## src/rtl/lab4_branch_update_ctrl.sv

```systemverilog
// Update-queue controller in front of the gshare predictor: arbitrates two update sources
// into a FIFO and time-shares the predictor PC port. Stats via LAB4_BRANCH_UPDATE_CTRL_STATS_EN.
module lab4_branch_update_ctrl #(
   parameter int FIFO_DEPTH = 4,
   parameter int MAX_AGE    = 8
) (
   input  logic                          clk,
   input  logic                          reset,
   input  logic                          lkup_val,
   output logic                          lkup_rdy,
   input  logic [31:0]                   lkup_pc,
   output logic                          lkup_pred,
   input  logic                          upd0_val,
   output logic                          upd0_rdy,
   input  logic [31:0]                   upd0_pc,
   input  logic                          upd0_taken,
   input  logic                          upd1_val,
   output logic                          upd1_rdy,
   input  logic [31:0]                   upd1_pc,
   input  logic                          upd1_taken,
   output logic                          bp_update_en,
   output logic                          bp_update_val,
   output logic [31:0]                   bp_pc,
   input  logic                          bp_prediction,
`ifdef LAB4_BRANCH_UPDATE_CTRL_STATS_EN
   output logic [31:0]                   stat_lkup_stall,
   output logic [31:0]                   stat_force_entries,
`endif
   output logic [$clog2(FIFO_DEPTH):0]   fifo_count
);

   localparam int PW = $clog2(FIFO_DEPTH);
   localparam int CW = $clog2(FIFO_DEPTH) + 1;
   localparam int AW = $clog2(MAX_AGE + 1);
   localparam logic [CW-1:0] DEPTH_C   = CW'(FIFO_DEPTH);
   localparam logic [AW-1:0] AGE_MAX_C = AW'(MAX_AGE);

   typedef enum logic {S_LKUP, S_FORCE} state_t;

   state_t        state;
   state_t        state_next;

   logic [31:0]   pc_mem [FIFO_DEPTH];
   logic          tk_mem [FIFO_DEPTH];
   logic [PW-1:0] head;
   logic [PW-1:0] tail;
   logic [CW-1:0] count;
   logic [CW-1:0] count_next;
   logic [CW-1:0] force_cnt;
   logic [CW-1:0] force_cnt_next;
   logic [AW-1:0] age;
   logic [AW-1:0] age_next;
   logic          rr;
   logic          grant0;
   logic          grant1;
   logic          full;
   logic          empty;
   logic          enq;
   logic          drain;
   logic [31:0]   enq_pc;
   logic          enq_tk;

   // Enqueue arbitration: ready is withheld on a full queue even if it drains this cycle
   always_comb begin
      full     = (count == DEPTH_C);
      empty    = (count == '0);
      grant0   = upd0_val & (~upd1_val | ~rr);
      grant1   = upd1_val & (~upd0_val | rr);
      upd0_rdy = grant0 & ~full;
      upd1_rdy = grant1 & ~full;
      enq      = (grant0 | grant1) & ~full;
      enq_pc   = grant1 ? upd1_pc : upd0_pc;
      enq_tk   = grant1 ? upd1_taken : upd0_taken;
   end

   always_comb begin
      count_next     = count + CW'(enq) - CW'(drain);
      force_cnt_next = force_cnt + CW'(drain);
      if (drain || empty)
         age_next = '0;
      else if (age == AGE_MAX_C)
         age_next = age;
      else
         age_next = age + AW'(1);
   end

   always_ff @(posedge clk or posedge reset) begin
      if (reset) begin
         head      <= '0;
         tail      <= '0;
         count     <= '0;
         age       <= '0;
         rr        <= 1'b0;
         force_cnt <= '0;
      end else begin
         if (enq) begin
            tail <= tail + PW'(1);
            rr   <= grant0;
         end
         if (drain)
            head <= head + PW'(1);
         count     <= count_next;
         age       <= age_next;
         force_cnt <= (state == S_FORCE && state_next == S_FORCE) ? force_cnt_next : '0;
      end
   end

   // Queue payload storage carries no reset; occupancy alone defines validity
   always_ff @(posedge clk) begin
      if (enq) begin
         pc_mem[tail] <= enq_pc;
         tk_mem[tail] <= enq_tk;
      end
   end

   always_ff @(posedge clk or posedge reset) begin
      if (reset)
         state <= S_LKUP;
      else
         state <= state_next;
   end

   always_comb begin
      state_next = state;
      case (state)
         S_LKUP: begin
            if (count_next == DEPTH_C || age_next == AGE_MAX_C)
               state_next = S_FORCE;
         end
         S_FORCE: begin
            // The drain limit caps how long lookups can be stalled per visit
            if (count_next == '0 || force_cnt_next == DEPTH_C)
               state_next = S_LKUP;
         end
         default: state_next = S_LKUP;
      endcase
   end

   always_comb begin
      lkup_rdy      = (state == S_LKUP);
      drain         = ~empty & ((state == S_FORCE) | ~lkup_val);
      bp_update_en  = drain;
      bp_update_val = drain & tk_mem[head];
      bp_pc         = drain ? pc_mem[head] : lkup_pc;
      lkup_pred     = bp_prediction;
      fifo_count    = count;
   end

`ifdef LAB4_BRANCH_UPDATE_CTRL_STATS_EN
   always_ff @(posedge clk or posedge reset) begin
      if (reset) begin
         stat_lkup_stall    <= '0;
         stat_force_entries <= '0;
      end else begin
         if (lkup_val & ~lkup_rdy)
            stat_lkup_stall <= stat_lkup_stall + 32'd1;
         if (state == S_LKUP && state_next == S_FORCE)
            stat_force_entries <= stat_force_entries + 32'd1;
      end
   end
`endif

endmodule

```

## config.mk

```make
export PLATFORM = sky130hd
export DESIGN_NAME = lab4_branch_update_ctrl
export DESIGN_NICKNAME = d
export VERILOG_FILES = /design/src/rtl/lab4_branch_update_ctrl.sv
export SDC_FILE = /design/constraint.sdc
export NUM_CORES = 1
export LEC_CHECK = 0
export BUFFER_PORTS_ARGS = -buffer_cell sky130_fd_sc_hd__buf_2
export CORE_UTILIZATION = 44
export DETAILED_ROUTE_END_ITERATION = 7
export PLACE_DENSITY = 0.69
export SETUP_SLACK_MARGIN = 0.15
export SLEW_MARGIN = 0
export SYNTH_ARGS = -nofsm -noshare
export SYNTH_HDL_FRONTEND = slang
export SYNTH_SLANG_ARGS = --single-unit
```

## constraint.sdc

```tcl
create_clock -name clk -period 2.51 [get_ports clk]
set_input_delay 0.1255 -clock clk [delete_from_list [all_inputs] [get_ports clk]]
set_output_delay 0.1255 -clock clk [all_outputs]
set_load 0.01 [all_outputs]
```

==> results.cfg <==
[global_route]
grt_max_degree = 37
grt_pass1_wl_mm = 18.93
grt_pass1_vias = 3714
grt_overflow = 0
grt_antenna_before_repair = 0
global_route.usage.total = 0.1636

[logic_synthesis]
syn-num-nets = 447
flip_flop_and_latch_count_after_synthesis = 148
syn_area_per_cell_sq_um = 19.83
ys.warnings.count = 0
post-synth-top-area-fraction = 0.6022
dominantRegCellSynth = edfxtp_1
synth_cells = 332
synth_largest_area_cell = edfxtp_1
syn_area_sq_um = 6583
synth_enable_flop_cells = 132
count_of_cell_types_in_the_netlist = 36
synth-seq-area-share = 0.6630
ys_top_cells_by_area = edfxtp_1 60%, mux4_2 9.6%, mux2_2 6.7%
synthArstFlopShare = 0.1081

[worst_setup_path]
worst-endpoint-required_ns = 2.83
worstPathArrival_ns = 2.88
critPathMaxStageDelay_ns = 0.55
timing.setup.critical_path_class = flip-flop to flip-flop
critPathTopFamily = adder cells
library_cell_appearing_most_often_on_the_critical_path = inv_2
cp_num_buf_inv = 4
worst_setup_path_start_kind = flip-flop
critical_path.cell_chain = nor2_4, nand2_2, o21a_1, inv_2, ha_4, inv_4, ha_4, inv_2, fa_2, inv_2, or4_4, o311ai_4
critical-path-slowest-cell = fa_2
end_kind = flip-flop
cp_max_fo = 4

[pwr]
portion_of_total_power_attributed_to_combinational_logic = 0.397
vdd.ir_drop.worst_mv = 0.8622
total_switching_power_mw = 3.253
power_leakage_nw = 3.299
power.share.switching = 0.3002
power.share.clock = 0.241
internal_power_contribution_mw = 7.584
pwr-share-seq = 0.362
power_density_nw_per_um2 = 1298

[finish]
layout_common_cells = 142 x buf_2, 132 x edfxtp_1, 39 x mux2_2, 28 x mux4_2, 27 x mux2_4
final_design_area_no_fill_sq_um = 8352
layout_commonest_cell = buf_2
insertedDiodeCount = 0
count_of_placed_standard_cells_in_the_final_layout_fillers_left_out = 699
share_of_final_layout_standard_cells_stronger_than_drive_strength_1 = 0.6019
nNetsFinal = 617
finish.utilization = 0.5725
area_growth_syn_to_fin_pct = 26.88

[sta]
clock-skew-final_ns = 0.005742
timing.final.ws_setup_ns = -0.05020
grt_setup_unrepaired = yes
maximum_frequency_from_static_timing_analysis_mhz = 390.6
timing.final.setup_violations = 1
tightest_slew_ns = 0.9492
hold_violations = 0
slew_headroom = 0.3672
minimum_period_implied_by_the_final_worst_setup_slack_ns = 2.560
finalMaxSlewViolations = 0
post-route-period-util = 1.020
timing.setup.tns_ns = -0.05020
worst_hold_slack_ns = 0.05159

[drt]
dr_total_vias = 3566
drt-wirelength-per-cell_microns = 17.36
wl_mm = 12.13
drt-vias-per-instance = 5.102
detailedRoute.firstIterationViolations = 169
detail-route-antenna-nets = 0
dr.pass1.iters = 4
drcViolationCount = 0

[floorplanning]
die_width_microns = 124.3
top_level_ports = 145
initial_core_util = 0.4512
die_h_microns = 124.3
fp.dieArea_sq_um = 15450
design.core.area_sq_um = 14590
row_count = 44

[placement]
io_buffer_count = 142
post-place-cells = 652
place.detailed.hpwl_mm = 7.374
placedInstanceArea_sq_um = 7537
finalWeightedCongestion = 0.6966

[clock_network]
tritoncts.num_buffers = 17
cts-htree-levels = 4
cts.clk_slew.worst_paths_ns = 0.06
tritoncts_clock_tree = built
ctsRootBufferMaster = clkbuf_16
cts_max_path_buffers = 2
worst_skew_pair.late_latency_ns = 0.42
clock_sinks = 148

[status]
outcome = finished, violations left
violations = setup timing

[run]
max_cap_viol_count = 0

[min_path]
hold_path_class = input port to flip-flop
## through the flow
| step | setup slack, ns | total power, mW |
|---|---|---|
| after floorplan | -0.05597 | 6.686 |
| after global placement | 0.02214 | 7.753 |
| after detailed placement | -0.09409 | 7.858 |
| after CTS | 0.03708 | 10.68 |
| after global routing | -0.1177 | 11.37 |
| final | -0.05020 | 10.84 |
## power by group through the flow
stage | registers, mW | logic [mW] | clock network (mW)
6_report | 3.92 | 4.31 | 2.61
3_3_place_gp | 3.94 | 3.81 | 0
4_1_cts | 3.92 | 4.11 | 2.65
5_1_grt | 3.99 | 4.64 | 2.74
2_1_floorplan | 3.82 | 2.87 | 0
3_5_place_dp | 3.99 | 3.87 | 0
## layer usage
| layer | up-vias | wire length [microns] | part of all wire | track usage |
|---|---|---|---|---|
| met5 | - | 0 | 0 | 0 |
| met4 | 0 | 180 | 0.015 | 0.07158 |
| met3 | 12 | 629 | 0.052 | 0.04381 |
| met2 | 117 | 6056 | 0.50 | 0.2701 |
| met1 | 1769 | 5266 | 0.43 | 0.2022 |
| li1 | 1668 | - | - | - |
## flip-flops by register name (all words and copies together), names as in the netlist
signal and cells:
pc_mem 128, state 1, rr 1, tail 2, head 2, force_cnt 3, tk_mem 4, fifo_count 3
age 4
## cell type report
| cell class | count | area [sq um] |
|---|---|---|
| tap | 184 | 230.2 |
| sequential | 148 | 4370 |
| multi-input combinational | 156 | 2153 |
| timing repair buffer | 166 | 933.4 |
| clock inverter | 15 | 187.7 |
| clock buffer | 17 | 425.4 |
| inverter | 13 | 51.30 |
| fill | 1131 | 6237 |
## tightest hold or removal path: cells and delay by family
family | cells | cell delay (ns)
buf+inv | 1 | 0.12
compound gates | 2 | 0.17
## path summary, 6_finish.rpt
kind | depth (start not counted) | from | endpoint | slack (ns)
hold / removal | 3 | upd0_val | rr | 0.05
setup reg to reg | 12 | fifo_count[1] | state | -0.05
setup / recovery | 12 | fifo_count[1] | state | -0.05
max in group asynchronous | 3 | reset | head[0] | 1.66
hold reg to reg | 1 | tail[1] | tail[1] | 0.58
min in group asynchronous | 3 | reset | fifo_count[2] | 0.35
## synthesized netlist by cell type, drive strengths merged, types with 2 or more instances
master and instances:
nor2 7, o311ai 2, mux4 33, ha 10, dfrtp 16, xnor2 4, nand2b 2, inv 13
buf 12, and3 2, nand3 2, o21ai 2, edfxtp 132, xor2 2, nand2 4, clkbuf 3
nand3b 2, and2 5, a21oi 4, mux2 66
## what timing repair did
item	4_1_cts	5_1_grt
pin swaps	3	7
resized for setup	4	15
cloned	0	0
endpoints found under the hold margin	17	0
endpoints found under the setup margin	29	36
buffers inserted	10	3
hold buffers	2	0
## cells by family after synthesis
| group | after synthesis | synth area share |
|---|---|---|
| XOR/XNOR | 7 | 0.01140 |
| flip-flops | 148 | 0.6630 |
| AO/OA/AOI/OAI | 11 | 0.01103 |
| AND/OR/NAND/NOR | 28 | 0.02319 |
| adder cells (fa/ha/maj) | 11 | 0.02205 |
| multiplexers | 99 | 0.2441 |
| buffers and inverters | 28 | 0.02528 |
(Power assumes the default switching activity.)
